File: src/rtl/hyper_mvblck_pkg.sv
// Shared types and widths for the LSAB-to-DRAM block mover.
package hyper_mvblck_pkg;

  localparam int ADDR_W = 9;
  localparam int CNT_W  = 6;
  localparam int SECT_W = 2;
  localparam int N_SECT = 1 << SECT_W;

  typedef enum logic [1:0] {
    ST_IDLE  = 2'd0,
    ST_MOVE  = 2'd1,
    ST_DRAIN = 2'd2
  } state_t;

  // Sent-word counter sticks at its maximum instead of wrapping.
  function automatic logic [CNT_W-1:0] sat_inc(input logic [CNT_W-1:0] v);
    return (&v) ? v : v + CNT_W'(1);
  endfunction

endpackage

File: src/rtl/hyper_lsab_sect_mux.sv
// Picks the status of the section being drained and fans the error
// acknowledge pulse out to that section only.
module hyper_lsab_sect_mux
  import hyper_mvblck_pkg::*;
(
  input  logic [N_SECT-1:0] empty_vec,
  input  logic [N_SECT-1:0] err_vec,
  input  logic [SECT_W-1:0] sect,
  input  logic              ack_pulse,
  output logic              sect_empty,
  output logic              sect_err,
  output logic [N_SECT-1:0] ack_vec
);

  assign sect_empty = empty_vec[sect];
  assign sect_err   = err_vec[sect];

  generate
    for (genvar gi = 0; gi < N_SECT; gi++) begin : g_ack
      assign ack_vec[gi] = ack_pulse && (sect == SECT_W'(gi));
    end
  endgenerate

endmodule

File: src/rtl/hyper_mvblck_todram.sv
// Moves COUNT_REQ words from one LSAB section into consecutive DRAM
// addresses, stopping early on an empty section or a device error.
module hyper_mvblck_todram
  import hyper_mvblck_pkg::*;
(
  input  logic              CLK,
  input  logic              RST,
  input  logic              LSAB_0_EMPTY,
  input  logic              LSAB_1_EMPTY,
  input  logic              LSAB_2_EMPTY,
  input  logic              LSAB_3_EMPTY,
  input  logic              DEV_0_ERR,
  input  logic              DEV_1_ERR,
  input  logic              DEV_2_ERR,
  input  logic              DEV_3_ERR,
  output logic              DEV_0_ERR_ACK,
  output logic              DEV_1_ERR_ACK,
  output logic              DEV_2_ERR_ACK,
  output logic              DEV_3_ERR_ACK,
  output logic              LSAB_READ,
  output logic [SECT_W-1:0] LSAB_SECTION,
  input  logic [ADDR_W-1:0] START_ADDRESS,
  input  logic [CNT_W-1:0]  COUNT_REQ,
  input  logic [SECT_W-1:0] SECTION,
  input  logic [1:0]        DRAM_SEL,
  input  logic              ISSUE,
  output logic [CNT_W-1:0]  COUNT_SENT,
  output logic              WORKING,
  output logic              ABRUPT_STOP,
  output logic              DEVICE_ERROR,
  output logic [ADDR_W-1:0] MCU_COLL_ADDRESS,
  output logic [1:0]        MCU_REQUEST_ACCESS,
  output logic              MCU_WRITE
);

  state_t              state_reg;
  logic [SECT_W-1:0]   sect_reg;
  logic [1:0]          dram_sel_reg;
  logic [CNT_W-1:0]    len_left_reg;
  logic [CNT_W-1:0]    count_sent_reg;
  logic [ADDR_W-1:0]   addr_reg;
  logic                abrupt_reg;
  logic                dev_err_reg;
  logic                ack_reg;
  logic                mcu_write_reg;

  logic                sect_empty;
  logic                sect_err;
  logic [N_SECT-1:0]   ack_vec;
  logic                lsab_read;

  hyper_lsab_sect_mux u_sect_mux (
    .empty_vec  ({LSAB_3_EMPTY, LSAB_2_EMPTY, LSAB_1_EMPTY, LSAB_0_EMPTY}),
    .err_vec    ({DEV_3_ERR, DEV_2_ERR, DEV_1_ERR, DEV_0_ERR}),
    .sect       (sect_reg),
    .ack_pulse  (ack_reg),
    .sect_empty (sect_empty),
    .sect_err   (sect_err),
    .ack_vec    (ack_vec)
  );

  assign lsab_read = (state_reg == ST_MOVE) && (len_left_reg != '0) &&
                     !sect_empty && !sect_err;

  always_ff @(posedge CLK) begin
    if (RST) begin
      state_reg      <= ST_IDLE;
      sect_reg       <= '0;
      dram_sel_reg   <= '0;
      len_left_reg   <= '0;
      count_sent_reg <= '0;
      addr_reg       <= '0;
      abrupt_reg     <= 1'b0;
      dev_err_reg    <= 1'b0;
      ack_reg        <= 1'b0;
      mcu_write_reg  <= 1'b0;
    end else begin
      // LSAB data arrives one cycle after the pop, so the write trails it.
      mcu_write_reg <= lsab_read;
      ack_reg       <= 1'b0;
      if (mcu_write_reg) begin
        addr_reg       <= addr_reg + ADDR_W'(1);
        count_sent_reg <= sat_inc(count_sent_reg);
      end
      if (lsab_read) begin
        len_left_reg <= len_left_reg - CNT_W'(1);
      end
      case (state_reg)
        ST_IDLE: begin
          if (ISSUE) begin
            sect_reg       <= SECTION;
            dram_sel_reg   <= DRAM_SEL;
            addr_reg       <= START_ADDRESS;
            len_left_reg   <= COUNT_REQ;
            count_sent_reg <= '0;
            abrupt_reg     <= 1'b0;
            dev_err_reg    <= 1'b0;
            state_reg      <= ST_MOVE;
          end
        end
        ST_MOVE: begin
          if (len_left_reg == '0) begin
            state_reg <= ST_DRAIN;
          end else if (sect_empty || sect_err) begin
            state_reg   <= ST_DRAIN;
            abrupt_reg  <= 1'b1;
            dev_err_reg <= sect_err;
            ack_reg     <= sect_err;
          end
        end
        ST_DRAIN: state_reg <= ST_IDLE;
        default:  state_reg <= ST_IDLE;
      endcase
    end
  end

  assign WORKING            = (state_reg != ST_IDLE);
  assign MCU_REQUEST_ACCESS = WORKING ? dram_sel_reg : 2'b00;
  assign LSAB_READ          = lsab_read;
  assign LSAB_SECTION       = sect_reg;
  assign COUNT_SENT         = count_sent_reg;
  assign ABRUPT_STOP        = abrupt_reg;
  assign DEVICE_ERROR       = dev_err_reg;
  assign MCU_COLL_ADDRESS   = addr_reg;
  assign MCU_WRITE          = mcu_write_reg;
  assign DEV_0_ERR_ACK      = ack_vec[0];
  assign DEV_1_ERR_ACK      = ack_vec[1];
  assign DEV_2_ERR_ACK      = ack_vec[2];
  assign DEV_3_ERR_ACK      = ack_vec[3];

endmodule

File: config.mk
export PLATFORM = sky130hd
export DESIGN_NAME = hyper_mvblck_todram
export DESIGN_NICKNAME = d
export VERILOG_FILES = /design/src/rtl/hyper_mvblck_pkg.sv /design/src/rtl/hyper_lsab_sect_mux.sv /design/src/rtl/hyper_mvblck_todram.sv
export SDC_FILE = /design/constraint.sdc
export NUM_CORES = 1
export LEC_CHECK = 0
export ABC_AREA = 1
export BUFFER_PORTS_ARGS = -buffer_cell sky130_fd_sc_hd__buf_4
export CELL_PAD_IN_SITES_DETAIL_PLACEMENT = 2
export CELL_PAD_IN_SITES_GLOBAL_PLACEMENT = 2
export CORE_MARGIN = 4
export CORE_UTILIZATION = 29
export DETAILED_ROUTE_END_ITERATION = 8
export GPL_ROUTABILITY_DRIVEN = 0
export PLACE_DENSITY_LB_ADDON = 0.1
export SLEW_MARGIN = 20
export SYNTH_ARGS = -nofsm -noshare
export SYNTH_HDL_FRONTEND = slang
export SYNTH_SLANG_ARGS = --single-unit
File: constraint.sdc
create_clock -name CLK -period 2.9 [get_ports CLK]
set_clock_uncertainty 0.05 [all_clocks]
set_input_delay 0 -clock CLK [delete_from_list [all_inputs] [get_ports CLK]]
set_output_delay 0 -clock CLK [all_outputs]
set_load 0.005 [all_outputs]
==> flow_summary.yaml <==
run_status:
  status: "complete, no violations"
floorplan:
  dieArea_um2: 7610
  io_pins: 58
  start_util: 0.304
  die-height_um: 87.2
  row_count: 28
  coreArea_um2: 5990
  die_w_um: 87.2
routing:
  firstDrtPassIters: 4
  drtAntennaViolNets: 0
  first_iter_violations: 55
  drt-total-wl_mm: 5.92
  vias_per_cell: 4.66
  drc: 0
  via_count: 1906
  wl_per_cell_um: 14.5
yosys:
  synth_edf_count: 0
  synth_cell_type_count: 31
  synthCells: 256
  syn-num-nets: 290
  ys_top_cells_by_area: "dfxtp_1 (34%), nand2_1 (15%), inv_1 (6.0%)"
  synth_ff_type: "dfxtp_1"
  synth_top_area_cell: "dfxtp_1"
  netlist_area_um2: 1820
  synth_top_area_share: 0.341
  seq_area_frac_synth: 0.341
  ys_ff_latch: 31
  yosys_warnings: 0
  avgSynthCellArea_um2: 7.11
  async_reset_ff_frac: 0
sta:
  hold_violations: 0
  slew_violations: 0
  setup_violations: 0
  rsz0062_at_grt: "false"
  worst_pin_slew_ns: 0.442
  max_slew_margin: 0.705
  period_minus_slack_ns: 1.76
  fin_setup_tns_ns: 0
  post-route-period-util: 0.607
  fmax_mhz: 568
worst_setup_path:
  criticalPathCategory: "reg2out"
  r2r_start: "LSAB_SECTION[0]"
  reg2reg_to: "len_left_reg[4]"
  crit_path_end_kind: "primary output"
  slowest_stage: "dfxtp_1"
  critical_path.max_fanout: 10
  cp_slowest_stage_delay_ns: 0.55
  cp.required_ns: 2.85
  r2r_slack_ns: 1.24
  r2r_cells: 11
  arrival_ns: 1.71
  path_cells: "inv_4 > nand3_2 > nand2_1 > inv_1 > nand2_2 > nor2_4 > nand2_4 > clkinv_2 > buf_4"
  critPathLaunchType: "register"
clock_network:
  cts_resized: 0
  htree_levels: 2
  clk_pin_slew_ns: 0.07
  cts-root-buf: "clkbuf_8"
  post-cts-setup-buffers: 0
  cts_sinks: 31
  cts_buffers: 5
  cts_buffer_depth: 2
  clk_latency_ns: 0.28
  ctsHoldBuffers: 19
  cts_tree: "done"
global_routing:
  overflow: 0
  grtUsageTotal: 0.169
  grt_pass1_vias: 2157
  grt_max_degree: 22
  antenna_found_initial: 0
  grt_pass1_wl_mm: 10.1
finish:
  final_common_cell: "nand2_1"
  largest_register_ffs: 9
  drive_above_1_share: 0.272
  area_delta_synth_final_pct: 41.3
  multi_input_area_um2: 992
  num_antenna_cells: 0
  regArea_um2: 621
  nNetsFinal: 367
  layout_common_cells: "nand2_1 (73), buf_4 (57), dfxtp_1 (31)"
  fill_cells: 738
  stdcell_count: 409
place:
  dp.cells: 382
  hpwl_mm: 4.49
  port_buffers: 57
min_path:
  min_to: "MCU_COLL_ADDRESS[3]"
  whs_path_depth: 5
  hold_class: "in2reg"
  min_from: "START_ADDRESS[3]"
power:
  leakage_nw: 1.27
  ir_drop_mv: 0.181
  powerDensity_nw_per_um2: 461
run:
  cap_viol_max_count: 0
critical path: cells and delay by family, from the launching register on:
kind                   cells  cell delay [ns]
buffers and inverters      4             0.36
flip-flops                 1             0.55
AND/OR/NAND/NOR            5             0.52
cell families after synthesis:
kind of cell,count (synthesis),synth area share
muxes,1,0.00550
and+or+nand+nor,140,0.379
AOI/OAI and AO/OA,28,0.0900
adders and majority gates,4,0.0275
buffers and inverters,43,0.114
DFF,31,0.341
xor gates and xnor gates,9,0.0433
per-stage QoR:
stage / util / power [mW] / setup slack, ns / cell area [um2] / hold slack (ns)
finish: 0.429 / 1.19 / 1.14 / 2570 / 0.0370
global route: 0.429 / 1.27 / 0.949 / 2570 / 0.0820
CTS: 0.429 / 1.21 / 1.11 / 2570 / 0.0488
detailed placement: 0.381 / 0.798 / 1.25 / 2280 / 0.157
global placement: 0.381 / 0.786 / 1.33 / 2280 / 0.152
floorplan: - / 0.683 / 1.48 / 1820 / 0.0191
how the worst max path moves through the flow:
stage / slack (ns) / start / endpoint / cells past startpoint
detailed placement: 1.25 / LSAB_SECTION[0] / len_left_reg[4] / 11
global placement: 1.33 / MCU_WRITE / MCU_COLL_ADDRESS[8] / 7
CTS: 1.11 / LSAB_SECTION[0] / LSAB_READ / 9
floorplan: 1.48 / len_left_reg[0] / len_left_reg[4] / 10
global route: 0.95 / LSAB_SECTION[0] / LSAB_READ / 9
finish: 1.14 / LSAB_SECTION[0] / LSAB_READ / 9
cells in the mapped netlist (2+ instances only):
| cell type | instances |
|---|---|
| nand2_1 | 73 |
| dfxtp_1 | 31 |
| inv_1 | 29 |
| nand3_1 | 21 |
| nor2_1 | 15 |
| o21ai_1 | 10 |
| a21oi_1 | 9 |
| nor3_1 | 7 |
| nand4_1 | 6 |
| o21ai_0 | 6 |
| buf_6 | 5 |
| nor2_4 | 5 |
| xor2_1 | 5 |
| ha_1 | 4 |
| inv_2 | 4 |
| nand3_2 | 4 |
| xnor2_1 | 4 |
| inv_4 | 3 |
| nand2_2 | 2 |
| or2_2 | 2 |
layer usage:
metal  routed length [um]  vias to the layer above  global-route usage
li1                     -                      969                   -
met1                 2560                      896               0.200
met4                   49                        0              0.0363
met5                    0                        -                   0
met2                 3070                       37               0.310
met3                  243                        4              0.0369
layout make-up:
class	count	share of cell area
Timing Repair Buffer	76	0.240
Sequential cell	31	0.241
Clock buffer	8	0.0389
Tap cell	75	0.0365
Multi-Input combinational cell	182	0.386
Inverter	37	0.0574
where the power goes:
part           switching (mW)  internal (mW)  leakage (nW)
combinational           0.163          0.141         0.969
clock                   0.164          0.217        0.0515
sequential             0.0399          0.461         0.255
total                   0.366          0.819          1.27
Power figures use the tool's default switching activity.
